$ cat config.mk
export PLATFORM = sky130hd
export DESIGN_NAME = sfx_sequencer_flat
export DESIGN_NICKNAME = d
export VERILOG_FILES = /design/src/rtl/sfx_sequencer_pkg.sv /design/src/rtl/sfx_sequencer_if.sv /design/src/rtl/sfx_sequencer_beat_timer.sv /design/src/rtl/sfx_sequencer.sv /design/src/flat_wrapper.sv
export SDC_FILE = /design/constraint.sdc
export NUM_CORES = 1
export LEC_CHECK = 0
export BUFFER_PORTS_ARGS = -buffer_cell sky130_fd_sc_hd__buf_2
export CORE_ASPECT_RATIO = 0.7
export CORE_MARGIN = 1
export CORE_UTILIZATION = 50
export CTS_BUF_LIST = sky130_fd_sc_hd__clkbuf_4
export CTS_CLUSTER_SIZE = 8
export DETAILED_ROUTE_END_ITERATION = 8
export HOLD_SLACK_MARGIN = 0.03
export PLACE_DENSITY = 0.78
export SETUP_SLACK_MARGIN = 0.3
export SLEW_MARGIN = 20
export SYNTH_ARGS = -nofsm -noshare
export SYNTH_HDL_FRONTEND = slang
export SYNTH_SLANG_ARGS = --single-unit
$ cat constraint.sdc
create_clock -name clk -period 2.1 [get_ports clk]
set_clock_uncertainty 0.05 [all_clocks]
set_input_delay 0.21 -clock clk [delete_from_list [all_inputs] [get_ports clk]]
set_output_delay 0.21 -clock clk [all_outputs]
set_load 0.02 [all_outputs]
$ cat src/rtl/sfx_sequencer_pkg.sv
// Shared note divisors, jingle lengths and state encoding for the sfx sequencer.
// Divisors are clk/freq at 100 MHz; REST_DIV silences the buzzer.
package sfx_pkg;

  localparam int NOTE_W = 22;
  localparam int IDX_W  = 3;

  typedef logic [NOTE_W-1:0] note_t;
  typedef logic [IDX_W-1:0]  idx_t;

  localparam note_t REST_DIV = 22'd0;
  localparam note_t C4       = 22'd381679;
  localparam note_t D4       = 22'd340136;
  localparam note_t E4       = 22'd303030;
  localparam note_t F4       = 22'd286533;
  localparam note_t G4       = 22'd255102;
  localparam note_t C5       = 22'd191204;
  localparam note_t E5       = 22'd151745;
  localparam note_t G5       = 22'd127551;
  localparam note_t C6       = 22'd95511;

  localparam int LIGHT_LEN = 4;
  localparam int DEAD_LEN  = 8;

  typedef enum logic [1:0] {
    ST_IDLE       = 2'd0,
    ST_PLAY_LIGHT = 2'd1,
    ST_PLAY_DEAD  = 2'd2
  } state_t;

  // Doubling the divisor drops one octave; every table entry leaves the MSB clear.
  function automatic note_t octave_down(input note_t n);
    return {n[NOTE_W-2:0], 1'b0};
  endfunction

endpackage

$ cat src/rtl/sfx_sequencer_if.sv
// Game-event inputs and per-channel note outputs of the sfx sequencer.
// The game side is the master; the sequencer is the slave.
interface sfx_sequencer_if;
  import sfx_pkg::*;

  logic  light;
  logic  dead;
  note_t out_note_left;
  note_t out_note_right;
  logic  busy;

  modport master (
    output light,
    output dead,
    input  out_note_left,
    input  out_note_right,
    input  busy
  );

  modport slave (
    input  light,
    input  dead,
    output out_note_left,
    output out_note_right,
    output busy
  );

endinterface

$ cat src/rtl/sfx_sequencer_beat_timer.sv
// Beat timer: counts 0..BEAT_DIV-1, flags the final count with o_beat_tick.
// Synchronous clear restarts the beat so the next tick is a full BEAT_DIV clocks away.
module beat_timer #(
  parameter int BEAT_DIV = 12_500_000
) (
  input  logic clk,
  input  logic rst,
  input  logic i_clr,
  output logic o_beat_tick
);

  localparam int CNT_W = (BEAT_DIV > 2) ? $clog2(BEAT_DIV) : 1;
  localparam logic [CNT_W-1:0] LAST = CNT_W'(BEAT_DIV - 1);

  logic [CNT_W-1:0] r_cnt;
  logic             w_last;

  assign w_last      = (r_cnt == LAST);
  assign o_beat_tick = w_last & ~i_clr;

  always_ff @(posedge clk) begin
    if (rst) begin
      r_cnt <= '0;
    end else if (i_clr || w_last) begin
      r_cnt <= '0;
    end else begin
      r_cnt <= r_cnt + CNT_W'(1);
    end
  end

endmodule

$ cat src/rtl/sfx_sequencer.sv
// Turns light/dead event edges into timed two-channel jingles, one note per beat.
// Outputs registered: first note appears one clock after the triggering edge.
module sfx_sequencer
  import sfx_pkg::*;
#(
  parameter int BEAT_DIV = 12_500_000
) (
  input  logic           clk,
  input  logic           rst,
  sfx_sequencer_if.slave bus
);

  localparam idx_t LIGHT_LAST = idx_t'(LIGHT_LEN - 1);
  localparam idx_t DEAD_LAST  = idx_t'(DEAD_LEN - 1);

  state_t r_state;
  idx_t   r_idx;
  logic   r_light_q;
  logic   r_dead_q;
  note_t  r_left;
  note_t  r_right;
  logic   r_busy;

  logic   w_light_rise;
  logic   w_dead_rise;
  logic   w_dead_go;
  logic   w_light_go;
  logic   w_beat_tick;
  logic   w_timer_clr;
  logic   w_last_idx;
  idx_t   w_next_idx;
  note_t  w_next_left;
  note_t  w_next_right;

  function automatic note_t light_note(input idx_t idx);
    case (idx)
      3'd0:    return C5;
      3'd1:    return E5;
      3'd2:    return G5;
      3'd3:    return C6;
      default: return REST_DIV;
    endcase
  endfunction

  function automatic note_t dead_note(input idx_t idx);
    case (idx)
      3'd0:    return G4;
      3'd1:    return F4;
      3'd2:    return E4;
      3'd3:    return D4;
      3'd4:    return C4;
      3'd5:    return REST_DIV;
      3'd6:    return C4;
      default: return REST_DIV;
    endcase
  endfunction

  assign w_light_rise = bus.light & ~r_light_q;
  assign w_dead_rise  = bus.dead & ~r_dead_q;

  // A death jingle is never interrupted, not even by another death event.
  assign w_dead_go  = w_dead_rise & (r_state != ST_PLAY_DEAD);
  assign w_light_go = w_light_rise & ~w_dead_rise & (r_state != ST_PLAY_DEAD);

  // Holding the timer cleared while idle makes beat 0 a full beat long.
  assign w_timer_clr = (r_state == ST_IDLE) | w_dead_go | w_light_go;

  beat_timer #(
    .BEAT_DIV (BEAT_DIV)
  ) u_beat_timer (
    .clk         (clk),
    .rst         (rst),
    .i_clr       (w_timer_clr),
    .o_beat_tick (w_beat_tick)
  );

  always_comb begin
    w_next_idx   = r_idx + idx_t'(1);
    w_last_idx   = 1'b0;
    w_next_left  = REST_DIV;
    w_next_right = REST_DIV;
    if (r_state == ST_PLAY_DEAD) begin
      w_last_idx   = (r_idx == DEAD_LAST);
      w_next_left  = dead_note(w_next_idx);
      w_next_right = octave_down(w_next_left);
    end else if (r_state == ST_PLAY_LIGHT) begin
      w_last_idx   = (r_idx == LIGHT_LAST);
      w_next_left  = light_note(w_next_idx);
      w_next_right = w_next_left;
    end
  end

  always_ff @(posedge clk) begin
    if (rst) begin
      r_state   <= ST_IDLE;
      r_idx     <= '0;
      r_light_q <= 1'b1;
      r_dead_q  <= 1'b1;
      r_left    <= REST_DIV;
      r_right   <= REST_DIV;
      r_busy    <= 1'b0;
    end else begin
      r_light_q <= bus.light;
      r_dead_q  <= bus.dead;
      if (w_dead_go) begin
        r_state <= ST_PLAY_DEAD;
        r_idx   <= '0;
        r_left  <= dead_note('0);
        r_right <= octave_down(dead_note('0));
        r_busy  <= 1'b1;
      end else if (w_light_go) begin
        r_state <= ST_PLAY_LIGHT;
        r_idx   <= '0;
        r_left  <= light_note('0);
        r_right <= light_note('0);
        r_busy  <= 1'b1;
      end else if (w_beat_tick && (r_state != ST_IDLE)) begin
        if (w_last_idx) begin
          r_state <= ST_IDLE;
          r_idx   <= '0;
          r_left  <= REST_DIV;
          r_right <= REST_DIV;
          r_busy  <= 1'b0;
        end else begin
          r_idx   <= w_next_idx;
          r_left  <= w_next_left;
          r_right <= w_next_right;
        end
      end
    end
  end

  assign bus.out_note_left  = r_left;
  assign bus.out_note_right = r_right;
  assign bus.busy           = r_busy;

endmodule

$ cat src/flat_wrapper.sv
// flat-port wrapper written by rule: the top's interface ports become plain ports
module sfx_sequencer_flat import sfx_pkg::*;
#(
  parameter int BEAT_DIV = 12_500_000
)
  (clk, rst, bus_light, bus_dead, bus_out_note_left, bus_out_note_right, bus_busy);
  sfx_sequencer_if bus_i ();
  input  logic clk;
  input  logic rst;
  input wire logic [$bits(bus_i.light)-1:0] bus_light;
  input wire logic [$bits(bus_i.dead)-1:0] bus_dead;
  output wire logic [$bits(bus_i.out_note_left)-1:0] bus_out_note_left;
  output wire logic [$bits(bus_i.out_note_right)-1:0] bus_out_note_right;
  output wire logic [$bits(bus_i.busy)-1:0] bus_busy;
  assign bus_i.light = bus_light;
  assign bus_i.dead = bus_dead;
  assign bus_out_note_left = bus_i.out_note_left;
  assign bus_out_note_right = bus_i.out_note_right;
  assign bus_busy = bus_i.busy;
  sfx_sequencer #(.BEAT_DIV(BEAT_DIV)) u_core (.clk(clk), .rst(rst), .bus(bus_i));
endmodule
==> metrics.csv <==
metric,value,unit
row_count,24,
critPathRequiredTime,2.40,ns
fin_setup_tns,0,ns
hold_start,rst,
maxSlewViolCount,0,
placed_cells_incl_taps,523,
timing.fmax,0.505,GHz
arrival_time_of_the_worst_setup_path,2.28,ns
max_cap_viol_count,0,
reg2regPathDepth,9,
top_level_ports,49,
endpoint_kind,register,
slew-limit-headroom,0.635,
syn-mean-instance-area,8.11,um^2
grt_use_met1,0.384,
grt_first_pass_wirelength,13700,um
drt_wl_cell,17.0,um
setup_viol,0,
outcome,"finished, violations left",
first_iter_violations,546,
synth_warnings,0,
cts_max_path_buffers,2,
coreArea,6250,um^2
mostFrequentLayoutCells,"sky130_fd_sc_hd__dfxtp_1, sky130_fd_sc_hd__buf_2, sky130_fd_sc_hd__buf_4",
cts_root_buf,sky130_fd_sc_hd__clkbuf_4,
detail_route.first_pass.iterations,8,
clk_pin_slew_worst_paths,0.12,ns
global_route.peak_usage_layer,met1,
cts_htree_levels,3,
starting_density_of_the_core,0.518,
drive_gt1_frac,0.377,
layout-area-overhead-vs-synth,34.6,%
post-synth-top-area-cell,sky130_fd_sc_hd__dfxtp_1,
vias,3352,
whs_endpoint,u_core.bus.out_note_right[2]$_SDFFE_PP0P_,
finalWirelength,9610,um
timing.rr.start,u_core.u_beat_timer.r_cnt[0]$_SDFF_PP0_,
r2r_path_end,u_core.bus.out_note_right[18]$_SDFFE_PP0P_,
chipWidth,98.1,um
global_route.overflow_total,0,
synth_cells,399,
grt_max_degree,32,
synth_top_cells_by_area,"sky130_fd_sc_hd__dfxtp_1, sky130_fd_sc_hd__a21oi_1, sky130_fd_sc_hd__nor2_1",
ffs_latches_synth,67,
synth_top_flop_cell,sky130_fd_sc_hd__dfxtp_1,
hold-worst-slack,0.201,ns
min-delay-path-class,in2reg,
seq_area_frac_synth,0.415,
initial_antenna_violation_count,0,
grt_util_met3,0.0645,
final_hold_viol_count,0,
worst-slew-pin-transition,0.548,ns
cts_buffers,9,
via_per_inst,5.92,
worst-setup-path-type,reg2reg,
netlist.area_leader.share,0.415,
grt_use_met2,0.353,
setup.worst_path.start_class,register,
min_path_cells,2,
period_share,0.943,
postRouteAntennaNets,0,
numPortBuffers,43,
layout.cells.non_filler,566,
diodes,0,
detailedPlacementHpwl,5880,um
violations,DRC,
tritoncts,yes,
design.die.area,6800,um^2
unrepaired_setup_endpoints_after_global_routing,true,
syn-cell-area,3230,um^2
synth_edf_count,0,
cp_max_fo,7,
gr-usage-all-layers,0.258,
synth_cell_types,46,
post-route-min-period,1.98,ns
clock_insertion_delay_worst_skew,0.44,ns
dieHeight,69.3,um
drc,5,
nNetsFinal,495,
cellPowerDensity,601,nW/um^2
final_common_cell,sky130_fd_sc_hd__dfxtp_1,
worst-r2r-setup-slack,0.12,ns
first_global_vias,2773,
gpl.final_weighted_congestion,0.984,
async_flop_share,0,
total_leakage_power,1.68,nW
cts.sinks,67,
ir_drop,0.000421,V
==> worst max-delay path, stage by stage (launching register included) <==
cell,delay [ns]
sky130_fd_sc_hd__dfxtp_4,0.37
sky130_fd_sc_hd__ha_4,0.16
sky130_fd_sc_hd__and4_4,0.18
sky130_fd_sc_hd__buf_4,0.15
sky130_fd_sc_hd__nand4_1,0.11
sky130_fd_sc_hd__nor3_2,0.05
sky130_fd_sc_hd__buf_4,0.13
sky130_fd_sc_hd__buf_8,0.13
sky130_fd_sc_hd__or3_1,0.37
sky130_fd_sc_hd__a21oi_1,0.19
==> stage by stage <==
stage	worst slack, ns	area (um^2)	power (mW)	util
after floorplan	0.0910	3330	1.55	-
after global placement	0.0935	3690	1.62	0.591
after detailed placement	0.0676	3690	1.63	0.591
after CTS	0.169	4070	2.61	0.651
after global routing	0.0548	4350	2.72	0.697
final	0.121	4350	2.62	0.697
==> cells by family after synthesis <==
logic type,after synthesis,synth area share
compound gates,83,0.146
xor+xnor,22,0.0596
fa+ha+maj,8,0.0309
buf+inv,38,0.0592
flops,67,0.415
mux,1,0.00309
other cells,1,0.00116
simple gates,179,0.285
==> what timing repair did <==
action	CTS	global route
cloned	1	2
setup endpoints to repair	44	53
pin swaps	8	19
endpoints found under the hold margin	2	0
gates resized for setup	32	52
hold buffers	2	0
setup buffers	13	9
==> cell usage after synthesis, types with 9 or more instances <==
master / instances
sky130_fd_sc_hd__nor2_1: 39
sky130_fd_sc_hd__o21ai_0: 20
sky130_fd_sc_hd__dfxtp_1: 67
sky130_fd_sc_hd__clkbuf_1: 18
sky130_fd_sc_hd__a21oi_1: 40
sky130_fd_sc_hd__nand2_1: 37
sky130_fd_sc_hd__nand3_1: 25
sky130_fd_sc_hd__buf_4: 11
sky130_fd_sc_hd__nor3_1: 27
sky130_fd_sc_hd__xnor2_1: 15
sky130_fd_sc_hd__nand4_1: 9
==> sequential cells by signal, summed over array words and instances (netlist names) <==
signal,flops
u_core.r_light_q,1
u_core.r_idx,3
u_core.bus.busy,1
u_core.r_state,2
u_core.u_beat_timer.r_cnt,24
u_core.r_dead_q,1
u_core.bus.out_note_right,20
u_core.bus.out_note_left,15
==> how the worst max path moves through the flow <==
stage	to	slack [ns]	start
6_report	u_core.bus.out_note_right[18]$_SDFFE_PP0P_	0.12	u_core.u_beat_timer.r_cnt[0]$_SDFF_PP0_
5_1_grt	u_core.bus.out_note_right[18]$_SDFFE_PP0P_	0.05	u_core.u_beat_timer.r_cnt[0]$_SDFF_PP0_
4_1_cts	u_core.bus.out_note_right[1]$_SDFFE_PP0P_	0.17	u_core.u_beat_timer.r_cnt[1]$_SDFF_PP0_
3_5_place_dp	u_core.bus.busy$_SDFFE_PP0P_	0.07	u_core.u_beat_timer.r_cnt[1]$_SDFF_PP0_
3_3_place_gp	u_core.bus.busy$_SDFFE_PP0P_	0.09	u_core.u_beat_timer.r_cnt[11]$_SDFF_PP0_
2_1_floorplan	u_core.bus.out_note_left[0]$_SDFFE_PP0P_	0.09	u_core.u_beat_timer.r_cnt[1]$_SDFF_PP0_
==> final cells by class <==
class / count / area (um^2)
Inverter: 8 / 30.0
Clock buffer: 10 / 75.1
Fill cell: 453 / 1890
Sequential cell: 67 / 1370
Timing Repair Buffer: 98 / 702
Tap cell: 78 / 97.6
Multi-Input combinational cell: 299 / 1990
Clock inverter: 6 / 90.1
==> where the power goes <==
| group | internal, mW | switching (mW) | leakage, nW |
|---|---|---|---|
| registers | 1.31 | 0.0228 | 0.553 |
| clock network | 0.497 | 0.491 | 0.0866 |
| logic | 0.107 | 0.190 | 1.04 |
==> routing by layer <==
layer  share of wire  vias to the layer above
met5               0                        -
met2            0.41                      193
met3            0.10                       49
met4           0.034                        0
met1            0.46                     1545
li1                -                     1565
No activity file was read; power rests on OpenSTA's default activity.
